===== src/rtl/traffic_pkg.sv =====
// ============================================================================
// Module   : traffic_pkg
// Purpose  : Shared types and per-state lamp decode for the traffic controller
// Revision : 1.0 - initial release
// ============================================================================
`default_nettype none

package traffic_pkg;

    typedef enum logic [7:0] {
        ST_RST   = 8'b0000_0001,
        ST_NS_G  = 8'b0000_0010,
        ST_NS_Y  = 8'b0000_0100,
        ST_AR1   = 8'b0000_1000,
        ST_EW_G  = 8'b0001_0000,
        ST_EW_Y  = 8'b0010_0000,
        ST_AR2   = 8'b0100_0000,
        ST_FLASH = 8'b1000_0000
    } state_t;

    typedef struct packed {
        logic g;
        logic y;
        logic r;
    } lamp_t;

    localparam lamp_t LAMP_OFF    = 3'b000;
    localparam lamp_t LAMP_RED    = 3'b001;
    localparam lamp_t LAMP_YELLOW = 3'b010;
    localparam lamp_t LAMP_GREEN  = 3'b100;

    // lit selects the on/off half of the night flash pattern
    function automatic lamp_t ns_lamp(input state_t s, input logic lit);
        case (s)
            ST_NS_G:  return LAMP_GREEN;
            ST_NS_Y:  return LAMP_YELLOW;
            ST_FLASH: return lit ? LAMP_YELLOW : LAMP_OFF;
            default:  return LAMP_RED;
        endcase
    endfunction

    function automatic lamp_t ew_lamp(input state_t s, input logic lit);
        case (s)
            ST_EW_G:  return LAMP_GREEN;
            ST_EW_Y:  return LAMP_YELLOW;
            ST_FLASH: return lit ? LAMP_RED : LAMP_OFF;
            default:  return LAMP_RED;
        endcase
    endfunction

endpackage

`default_nettype wire


===== src/rtl/traffic_timer.sv =====
// ============================================================================
// Module   : traffic_timer
// Purpose  : Loadable down-counter that parks at zero; shared phase timer
// Revision : 1.0 - initial release
// ============================================================================
`default_nettype none

module traffic_timer #(
    parameter int CNT_W = 8
) (
    input  logic             clk,
    input  logic             rst_,
    input  logic             load,
    input  logic [CNT_W-1:0] load_val,
    output logic             zero
);

    logic [CNT_W-1:0] r_cnt;

    always_ff @(posedge clk or negedge rst_) begin
        if (!rst_) begin
            r_cnt <= '0;
        end else if (load) begin
            r_cnt <= load_val;
        end else if (r_cnt != '0) begin
            r_cnt <= r_cnt - 1'b1;
        end
    end

    assign zero = (r_cnt == '0);

endmodule

`default_nettype wire


===== src/rtl/traffic_ctrl_param.sv =====
// ============================================================================
// Module   : traffic_ctrl_param
// Purpose  : Parametrised NS/EW traffic-light controller with EW sensor
//            request and night flash mode; registered Moore lamp outputs
// Revision : 1.0 - initial release
// ============================================================================
`default_nettype none

module traffic_ctrl_param
    import traffic_pkg::*;
#(
    parameter int CNT_W      = 8,
    parameter int NS_GREEN   = 64,
    parameter int EW_GREEN   = 32,
    parameter int YELLOW     = 4,
    parameter int ALLRED     = 2,
    parameter int FLASH_HALF = 16
) (
    input  logic clk,
    input  logic rst_,
    input  logic ew_sensor,
    input  logic flash_en,
    output logic ns_green,
    output logic ns_yellow,
    output logic ns_red,
    output logic ew_green,
    output logic ew_yellow,
    output logic ew_red,
    output logic flashing
);

    state_t           r_state;
    state_t           w_next;
    state_t           w_to_ew;
    state_t           w_to_ns;
    logic             r_started;
    logic             r_ew_req;
    logic             r_lit;
    logic             w_lit_next;
    logic             w_zero;
    logic             w_load;
    logic             w_flash_wrap;
    logic [CNT_W-1:0] w_load_val;
    lamp_t            r_ns;
    lamp_t            r_ew;
    logic             r_flashing;

    // flash_en is only honoured where both roads are already red
    assign w_to_ew = flash_en ? ST_FLASH : ST_EW_G;
    assign w_to_ns = flash_en ? ST_FLASH : ST_NS_G;

    always_comb begin
        w_next = r_state;
        case (r_state)
            ST_RST:   if (r_started) w_next = ST_NS_G;
            ST_NS_G:  if (w_zero && (r_ew_req || flash_en)) w_next = ST_NS_Y;
            ST_NS_Y:  if (w_zero) w_next = (ALLRED == 0) ? w_to_ew : ST_AR1;
            ST_AR1:   if (w_zero) w_next = w_to_ew;
            ST_EW_G:  if (w_zero) w_next = ST_EW_Y;
            ST_EW_Y:  if (w_zero) w_next = (ALLRED == 0) ? w_to_ns : ST_AR2;
            ST_AR2:   if (w_zero) w_next = w_to_ns;
            ST_FLASH: if (!flash_en) w_next = (ALLRED == 0) ? ST_NS_G : ST_AR2;
            default:  w_next = ST_RST;
        endcase
    end

    always_comb begin
        w_load_val = '0;
        case (w_next)
            ST_NS_G:        w_load_val = CNT_W'(NS_GREEN - 1);
            ST_NS_Y,
            ST_EW_Y:        w_load_val = CNT_W'(YELLOW - 1);
            ST_EW_G:        w_load_val = CNT_W'(EW_GREEN - 1);
            ST_AR1,
            ST_AR2:         w_load_val = (ALLRED > 0) ? CNT_W'(ALLRED - 1) : '0;
            ST_FLASH:       w_load_val = CNT_W'(FLASH_HALF - 1);
            default:        w_load_val = '0;
        endcase
    end

    // FLASH reuses the phase timer as its half-period counter
    assign w_flash_wrap = (r_state == ST_FLASH) && (w_next == ST_FLASH) && w_zero;
    assign w_load       = (w_next != r_state) || w_flash_wrap;

    always_comb begin
        w_lit_next = 1'b1;
        if (r_state == ST_FLASH) begin
            w_lit_next = w_flash_wrap ? ~r_lit : r_lit;
        end
    end

    traffic_timer #(
        .CNT_W (CNT_W)
    ) u_timer (
        .clk      (clk),
        .rst_     (rst_),
        .load     (w_load),
        .load_val (w_load_val),
        .zero     (w_zero)
    );

    always_ff @(posedge clk or negedge rst_) begin
        if (!rst_) begin
            r_state    <= ST_RST;
            r_started  <= 1'b0;
            r_ew_req   <= 1'b0;
            r_lit      <= 1'b1;
            r_ns       <= LAMP_RED;
            r_ew       <= LAMP_RED;
            r_flashing <= 1'b0;
        end else begin
            r_state    <= w_next;
            r_started  <= 1'b1;
            r_lit      <= w_lit_next;
            r_ns       <= ns_lamp(w_next, w_lit_next);
            r_ew       <= ew_lamp(w_next, w_lit_next);
            r_flashing <= (w_next == ST_FLASH);
            if ((w_next == ST_EW_G) && (r_state != ST_EW_G)) begin
                r_ew_req <= 1'b0;
            end else if (ew_sensor && (r_state != ST_EW_G)) begin
                r_ew_req <= 1'b1;
            end
        end
    end

    assign ns_green  = r_ns.g;
    assign ns_yellow = r_ns.y;
    assign ns_red    = r_ns.r;
    assign ew_green  = r_ew.g;
    assign ew_yellow = r_ew.y;
    assign ew_red    = r_ew.r;
    assign flashing  = r_flashing;

endmodule

`default_nettype wire

===== config.mk =====
export PLATFORM = sky130hd
export DESIGN_NAME = traffic_ctrl_param
export DESIGN_NICKNAME = d
export VERILOG_FILES = /design/src/rtl/traffic_pkg.sv /design/src/rtl/traffic_timer.sv /design/src/rtl/traffic_ctrl_param.sv
export SDC_FILE = /design/constraint.sdc
export NUM_CORES = 1
export LEC_CHECK = 0
export ABC_AREA = 1
export CORE_AREA = 8 8 62 117
export DETAILED_ROUTE_END_ITERATION = 10
export DIE_AREA = 0 0 70 125
export MAX_ROUTING_LAYER = met4
export PLACE_DENSITY_LB_ADDON = 0.25
export REMOVE_ABC_BUFFERS = 1
export SYNTH_ARGS = -nofsm -noshare
export SYNTH_HDL_FRONTEND = slang
export SYNTH_HIERARCHICAL = 1
export SYNTH_SLANG_ARGS = --single-unit

===== constraint.sdc =====
create_clock -name clk -period 2.5 [get_ports clk]
set_clock_uncertainty 0.05 [all_clocks]
set_input_delay 0.5 -clock clk [delete_from_list [all_inputs] [get_ports clk]]
set_output_delay 0.5 -clock clk [all_outputs]
set_load 0.02 [all_outputs]

### Word level (Yosys, flattened, before mapping)

Index checks and enable logic that the tools add are counted.
W data, S select, Z words.

| storage, ports and cells | value |
|---|---|
| bits in registers | 26 |
| output and inout port bits | 7 |
| input port bits | 4 |
| logic and storage cells | 66 |

| cells by class | value |
|---|---|
| muxes and demuxes | 22 |
| equal/unequal tests | 17 |
| bitwise operators | 1 |
| reduce and logical (&&, ||, !) cells | 13 |
| add/sub/neg operators | 1 |

Operators with widths:

| operator | number |
|---|---|
| $mux W8 | 12 |
| $pmux W8 S8 | 1 |
| $pmux W6 S5 | 1 |
| $pmux W3 S3 | 2 |
| $eq A8 B2 Y1 const B | 2 |
| $eq A8 B3 Y1 const B | 2 |
| $eq A8 B4 Y1 const B | 2 |
| $eq A8 B5 Y1 const B | 2 |
| $eq A8 B6 Y1 const B | 2 |
| $eq A8 B7 Y1 const B | 2 |
| $eq A8 B8 Y1 const B | 2 |
| $eq A8 B1 Y1 const B | 1 |
| $logic_not A8 Y1 | 1 |
| $ne A8 B5 Y1 const B | 1 |
| $ne A8 B8 Y1 | 1 |
| $reduce_bool A8 Y1 | 1 |
| $sub A8 B1 Y8 const B | 1 |
| $logic_and A1 B1 Y1 | 5 |
| $mux W1 | 5 |
| $reduce_bool A2 Y1 | 2 |
| $reduce_or A2 Y1 | 2 |
| $logic_or A1 B1 Y1 | 2 |
| $mux W2 | 1 |
| $not A1 Y1 | 1 |

### Longest topological paths before layout

Gate-level depths: netlist of run 1.

| logic depth | value |
|---|---|
| depth in word-level cells | 11 |
| gate-level depth with buffers | 21 |
| mapped depth without buffers | 19 |

### Modules after synthesis

Netlist of run 1, hierarchy kept.

Modules (own cells, without submodules):

| module | area each (um^2) | instances | cells each | seq. area each (um^2) |
|---|---|---|---|---|
| traffic_ctrl_param | 1,146.1 | 1 | 158 | 455.4 |
| traffic_timer | 531.8 | 1 | 71 | 200.2 |

### Worst setup path before layout of run 1

OpenSTA, ideal clock, no wires.

| path | value |
|---|---|
| path type | reg-to-reg |
| from | register u_timer.r_cnt[0] |
| to | register u_timer.r_cnt[1] |
| library setup time | 0.117 ns |
| buffers on the path | 2 |
| arrival | 2.345 ns |
| data required time | 2.333 ns |
| clock period less this slack | 2.513 ns |
| setup slack | -0.013 ns |
| cell stages (with the launch flop) | 20 |
| cells stage by stage | dfrtp_1 > inv_1 > ha_1 > nand2_4 > nor2_8 > buf_2 > inv_2 > a21oi_1 > nand3_2 > nand3_1 > nand2_1 > nor2_1 > nand2_1 > nor2_1 > nand2_1 > buf_2 > nand2_1 > o21ai_0 > nand2_1 > o21ai_2 |

| on the way | value |
|---|---|
| longest elaborated chain between the ends | 9 |
| elaborated cells on any way between the ends | 28 |
| those cells by class | add/sub: 1; eq/ne: 8; mux: 10; reduce/logical: 9 |

RTL lines:

| item | RTL line | RTL |
|---|---|---|
| start, declared | traffic_timer.sv:18 | `logic [CNT_W-1:0] r_cnt;` |
| start signal, assigned | traffic_timer.sv:24 | `r_cnt <= load_val;` |
| start signal, assigned | traffic_timer.sv:26 | `r_cnt <= r_cnt - 1'b1;` |
| $logic_not A8 Y1 (*) | traffic_timer.sv:30 | `assign zero = (r_cnt == '0);` |
| named net w_zero | traffic_ctrl_param.sv:40 | `logic w_zero;` |
| $logic_and A1 B1 Y1 | traffic_ctrl_param.sv:56 | `ST_NS_G: if (w_zero && (r_ew_req \|\| flash_en)) w_next = ST_NS_Y;` |
| $mux W8 | traffic_ctrl_param.sv:56 |  |
| $pmux W8 S8 | traffic_ctrl_param.sv:54 | `case (r_state)` |
| $eq A8 B8 Y1 | traffic_ctrl_param.sv:82 | `assign w_flash_wrap = (r_state == ST_FLASH) && (w_next == ST_FLASH) && w_zero;` |
| $logic_and A1 B1 Y1 (2 in series) | traffic_ctrl_param.sv:82 |  |
| $logic_or A1 B1 Y1 (*) | traffic_ctrl_param.sv:83 | `assign w_load = (w_next != r_state) \|\| w_flash_wrap;` |
| named net w_load | traffic_ctrl_param.sv:41 | `logic w_load;` |
| $mux W8 / $reduce_bool A2 Y1 (equally long branches) | n/a |  |

The timed path passes the listed nets; every way through them passes the cells marked *. The select of a mux whose other input is x is not followed.
A chain may end at the register's enable or synchronous reset.

### Final worst setup path of run 1

| path | value |
|---|---|
| from | register u_timer.r_cnt[4] |
| to | register u_timer.r_cnt[4] |

The elaborated chain is that of the path after synthesis.

==> summary by stage, run 1 <==
Outcome
The flow ran to the end, and the final reports show no timing, DRC or antenna violations.

Yosys
Summing the sequential cell areas from Yosys gives 39.1% of the chip area. The cell area after synthesis is 0.00168 sq mm. Counting flops with an async set or reset pin after synthesis yields a share of 100%. The share of Yosys cell area claimed by the top area cell type is 32.8%. For this run, the number of Yosys warnings is 6. By count the netlist is led by nand2_1, nor2_1, dfrtp_1. Dividing the synthesized area by the synthesized cell count gives 7.33 sq um. The most used flip-flop cell after synthesis is dfrtp_1.

The number of enable-type register cells in the synthesized netlist is 0. By area the synthesized netlist is led by dfrtp_1, nand2_1, dfstp_2. The cell count after synthesis came out at 229. The library cell with the highest instance count after synthesis is nand2_1. Yosys mapped the design onto 34 distinct sky130hd cell types. Summed over all instances, the cell type with the most area after synthesis is dfrtp_1. The number of synthesized register bits is 26.

Critical path
The worst setup path category is flop to flop. The worst setup path is captured at a flop. The biggest fanout along the worst timing path is 9. The worst setup path is launched from a flop. STA puts the critical path data required time at 2.60 ns. At the worst endpoint, the arrival time is 2.36 ns.

Cells and area
The share of final-layout standard cells stronger than drive strength 1 is 27.7%. Summing all flip-flop and latch instances after layout gives 656 sq um. The cell area after layout is 0.00212 sq mm.

Measured on the finished design, the core utilization comes to 36.5%. Fill cells in the final layout number 606. The antenna diode count is 0.

The number of nets in the finished design is 266. Summing all multi-input logic gate instances after layout gives 937 sq um. From synthesis to final layout, the design area changed by 26.4%.

CTS
After clock tree synthesis, the clock-pin slew on the worst setup and hold paths is 0.07 ns. The hold buffer count at CTS is 0. Clock tree synthesis inserted a total of 3 buffers. The root buffer selected by CTS is clkbuf_16. Counting along the longest clock path gives a buffer depth of 2. TritonCTS built the clock tree.

CTS built an H-tree with a depth of 1. The clock drives 26 sinks. For the worst-skew pair, the clock arrives at the later sink with an insertion delay of 0.26 ns.

Timing
The setup TNS is 0 ns. The worst hold margin is 0.472 ns. The final count of pins violating max slew is 0.

The ratio of final minimum period to clock period is 90.7%. Timing would allow up to 0.441 GHz. The worst setup slack after layout is 0.232 ns.

Setup repair after global routing left no endpoint under its margin. The worst path in the final design needs a cycle of 2.27 ns, including I/O delays and setup. The count of final hold-check violations is 0.

The count of endpoints failing setup in the final report is 0.

Place
The total cell area at the placement stage is 0.00199 sq mm. The final RePlAce weighted congestion is 0.928. The detailed placer's ending HPWL is 3120 um. Input and output buffers added on the ports amount to 10.

At the placement stage, the worst setup path has a slack of -0.0760 ns.

Pwr
For this design the ratio of total power to cell area is 1020 mW/mm^2. For this design the static power due to leakage is 1.09 nW. Across the VDD grid, the largest voltage drop is 0.000665 V.

GRT
The initial antenna violation count came to 0. Entering global routing, the biggest net connects 27 pins. Summed over all layers, the global routing overflow is 0.

The total routing resource utilization after global routing is 9.79%. The via count of the first global-routing pass is 1526. The first global-routing pass estimated 7020 um of wire.

Drt
In the routed layout, each cell is associated on average with a via count of 4.72. The total detailed-routing wirelength is 3950 um. The routed layout has 1525 vias. The average wire length per cell after detail routing is 12.2 um.

The violation count after the first detailed-routing iteration is 63. The number of iterations in the first detailed-routing pass is 4. The remaining number of nets flagged by the antenna check after routing is 0. The DRC violation count after routing is 0.

Die
The die covers 0.00875 sq mm. The width of the die is 70 um. The core region area is 0.00581 sq mm.

The starting utilization of the core area is 28.9%. The die is 125 um tall. The number of ports placed on the die boundary is 11. The initialized floorplan defines 40 standard-cell rows.

Run
The total of max-cap violations is 0.

Worst hold path
The class of the tightest hold or removal check is flop to flop.
worst max-delay path: stages (launching register included):
cell and delay (ns):
dfrtp_1 0.43, nor2_2 0.13, nand2_2 0.10, nor2_8 0.18, inv_4 0.08, a21oi_2 0.16
nand3_2 0.11, nand3_1 0.10, nand2_1 0.05, nor2_1 0.11, nand2_1 0.06, nor2_1 0.10
nand2_2 0.14, inv_2 0.12, nand2_4 0.08, a21boi_1 0.14
sequential cells by signal, summed over array words and instances, names as in the netlist:
name	flops
r_lit	1
ew_green	1
ew_yellow	1
r_state	8
r_ew_req	1
flashing	1
ns_red	1
r_started	1
ns_yellow	1
ns_green	1
u_timer/r_cnt	8
ew_red	1
timing repair:
action	in CTS	in global routing
pin swaps	0	4
setup endpoints to repair	6	8
resized for setup	3	11
setup buffers	0	1
path summary, 6_finish.rpt:
path	start	end	slack, ns	cells after the start
max reg2reg	u_timer/r_cnt[4]	u_timer/r_cnt[4]	0.23	15
min in group asynchronous	rst_	r_state[5]	0.57	2
max	u_timer/r_cnt[4]	u_timer/r_cnt[4]	0.23	15
min reg2reg	r_lit	r_lit	0.47	2
max in group asynchronous	rst_	ns_red	1.53	2
min	r_lit	r_lit	0.47	2
report_power, final:
| group | switching (W) | internal [W] | total [W] |
|---|---|---|---|
| Combinational | 0.000674 | 0.000477 | 0.00115 |
| Clock | 0.000146 | 0.000245 | 0.000391 |
| Sequential | 0.0000856 | 0.000534 | 0.000619 |
metal layers:
| metal | track usage (%) | part of all wire [%] |
|---|---|---|
| met4 | 4.05 | 2.0 |
| met3 | 1.90 | 3.9 |
| met1 | 11.8 | 45 |
| met5 | - | 0 |
| met2 | 15.5 | 49 |
cell families (layout without fill, tap and decap cells):
group                      after synthesis  in the layout  synth area share [%]
and+or+nand+nor                        150            150                  44.0
buffers and inverters                   29             59                  7.16
DFF                                     26             26                  39.1
AOI/OAI and AO/OA                       19             19                  7.53
other                                    2              3                 0.448
xor gates and xnor gates                 2              2                  1.04
adders and majority gates                1              1                 0.746
layout make-up:
class	instances	area share (%)
flip-flops and latches	26	30.9
multi-input cells	175	44.2
inverters	26	4.78
clock buffers	4	4.19
well taps	63	3.72
repair buffers	29	12.2
placed cells by master, fill, tap and decap left out, drive strengths merged, types with 3 or more instances in the layout:
cell and n:
nand2 80, nor2 35, nand3 26, inv 23
dfrtp 22, buf 19, clkdlybuf4s50 10, o21ai 10
nand4 6, dfstp 4, clkbuf 4, a21oi 4
conb 3, clkinv 3
stage by stage:
stage          total power [W]  std cells
6_report               0.00216        323
5_1_grt                0.00236        323
3_3_place_gp           0.00169        318
2_1_floorplan          0.00138        227
4_1_cts                0.00212        322
3_5_place_dp           0.00169        318
(Power assumes the default switching activity.)
==> inputs of run 2 (changes only) <==
--- a/config.mk
+++ b/config.mk
@@ -6,9 +6,9 @@
 export NUM_CORES = 1
 export LEC_CHECK = 0
 export ABC_AREA = 1
-export CORE_AREA = 8 8 62 117
+export CORE_AREA = 2 2 56 111
 export DETAILED_ROUTE_END_ITERATION = 10
-export DIE_AREA = 0 0 70 125
+export DIE_AREA = 0 0 58 113
 export MAX_ROUTING_LAYER = met4
 export PLACE_DENSITY_LB_ADDON = 0.25
 export REMOVE_ABC_BUFFERS = 1
==> run 2 against run 1 <==
- total power up 1.4%
- largest power group unchanged
- register-to-register slack worse by 0.02 ns
- setup slack got worse by 0.016 ns
- die area down 25%
- combinational power rose by 6%
- hold slack worse by 0.0081 ns
==> summary by stage, run 2 (synthesis gave the netlist of run 1 again) <==
Cells and area
The area growth from synthesis to layout is 27.7%. The post-route core utilization is 37.8%. The most common library cell in the layout ignoring fill and taps is nand2_1.

The number of nets in the finished design is 272. The largest registers in the layout are r_state (8), u_timer/r_cnt (8). The repair_antennas step left the layout with diodes totalling 0. The share of final-layout standard cells stronger than drive strength 1 is 28.2%. The library cells used most frequently in the layout, excluding fill and tap cells, are nand2_1, nor2_1, buf_4.

Critical path
The top cell family by delay on the critical path is simple AND/OR/NAND/NOR gates. The worst setup path category is flop to flop. The endpoint arrival time on the critical path is 2.39 ns. Walking the worst path, the cells encountered are inv_2 > nand2_2 > nor2_4 > nand2_1 > nand2_1 > nor2_1 > nand2_1 > nand2_1 > nand2_1 > nand3_1 > nor2_1 > nand2_2 > buf_4 > nand2_1 > a21boi_1.

The delay of the slowest cell on the worst path is 0.42 ns. The cell with the most instances on the worst path is nand2_1. The endpoint class of the critical path is a flop.

Along the worst path, the maximum fanout reaches 11. The category of the worst setup path launch point is a flop. The flop-to-flop setup slack is 0.22 ns.

At the worst endpoint, the required time is 2.60 ns. The slowest stage of the critical path is the dfrtp_1 cell. The number of buffers and inverters on the critical path is 2.

Pwr
In this run the power density over the cells is 1020 mW/mm^2. The static leakage is 1.11 nW. The worst-case IR drop observed on VDD is 0.000575 V.

GRT
The via count of the first global-routing pass is 1615. The first global-routing pass estimated 7210 um of wire. The total routing resource utilization after global routing is 14.9%. For this run the aggregate overflow at the end of global routing stands at 0. The initial antenna violation count came to 0.

Entering global routing, the biggest net connects 27 pins.

Place
The count of buffers added on input and output ports is 10. Prior to clock tree synthesis, the placed netlist has a worst setup slack of -0.0676 ns. Summed over all nets, the half-perimeter wirelength after detailed placement is 3550 um. Routability-driven placement finished with a final weighted congestion of 0.848.

Die
The width of the die is 58 um. The floorplan step defined a core boundary enclosing 0.00566 sq mm. The floorplan has 39 rows.

The y dimension of the die is 113 um. Once the floorplan was initialized, standard cells occupied 29.6% of the core. The die covers 0.00655 sq mm. The number of ports placed on the die boundary is 11.

Worst hold path
The tightest min-delay check is of the flop to flop type.

Timing
The ratio of final minimum period to clock period is 91.4%. The worst path needs 2.28 ns of the cycle, external delays included. Hold timing on the final database bottoms out at a slack of 0.464 ns. The final count of pins violating max slew is 0. Setup violations remaining at the end of the flow were counted as 0. The achievable frequency is 0.438 GHz. The worst path meets setup with 0.216 ns of slack. The count of final hold-check violations is 0.

Drt
In the routed layout, each cell is associated on average with a via count of 4.78. Wires add up to 4390 um. The first detailed-routing pass took 4 iterations. The remaining number of nets flagged by the antenna check after routing is 0. The DRC violation count after routing is 0. Dividing the detail-routed wire length by the instance count gives 13.4 um. For this block, the via count after detailed routing is 1563.

The violation count after the first detailed-routing iteration is 42.

CTS
Counting the buffers created by CTS gives 3. The depth of the CTS H-tree is 1. The maximum number of buffers from clock root to sink is 2. The cell sitting at the root of the clock tree is a clkbuf_16. The register clock-pin slew on the reported worst setup and hold paths is 0.07 ns. For this design, the CTS-stage hold fixing added 0 buffers. The insertion delay of the later-clocked pin in the worst-skew pair is 0.26 ns. CTS saw 26 sinks. TritonCTS built the clock tree.

Run
Max-cap violations in this run came to 0.

Outcome
The flow ran to the end, and the final reports show no timing, DRC or antenna violations.
-- run 2: changes by cell type in the layout (fill, tap and decap cells not counted), sizes merged --
cell,previous run,this run
buf,19,25
-- run 2: worst paths after layout --
path | startpoint | to | depth (start not counted)
worst min-delay path | r_lit | r_lit | 2
max in group asynchronous | rst_ | ns_red | 2
min in group asynchronous | rst_ | ew_yellow | 2
worst max register to register | r_state[4] | u_timer/r_cnt[4] | 15
worst min register to register | r_lit | r_lit | 2
worst max-delay path | r_state[4] | u_timer/r_cnt[4] | 15
-- run 2: worst min-delay path, delay by kind of cell, from the launching register on --
kind             cells  cell delay [ns]
AND/OR/NAND/NOR      2             0.15
flip-flops           1             0.37
-- run 2: per-stage QoR --
stage,TNS [ns],area (sq um),total power (W),instances
6_report,0,2140,0.00219,327
3_5_place_dp,-0.279,2020,0.00176,322
4_1_cts,0,2100,0.00214,326
2_1_floorplan,-0.0413,1660,0.00138,227
5_1_grt,-0.0377,2140,0.00239,327
3_3_place_gp,-0.186,2020,0.00175,322
-- run 2: power breakdown --
group | internal, W | switching, W
clock network | 0.000218 | 0.000147
logic | 0.000515 | 0.000704
registers | 0.000534 | 0.0000725
total | 0.00127 | 0.000924
-- run 2: routing by layer --
metal	wire (um)	vias up	share of wire, %	GRT usage [%]
li1	-	799	-	-
met1	1530	717	35	13.9
met2	2620	36	60	28.5
met3	95	11	2.2	0.914
met4	141	0	3.2	8.37
met5	0	-	0	-
-- run 2: timing repair --
item                                    4_1_cts  5_1_grt
endpoints found under the setup margin        3        8
gates resized for setup                       1       11
buffers inserted                              0        1
pin swaps                                     0        5
-- run 2: area by class of cell --
class | instances | area (sq um)
Tap cell | 61 | 76.3
Timing Repair Buffer | 35 | 288
Sequential cell | 26 | 656
Clock buffer | 4 | 78.8
Inverter | 26 | 101
Multi-Input combinational cell | 175 | 942
Fill cell | 593 | 3520
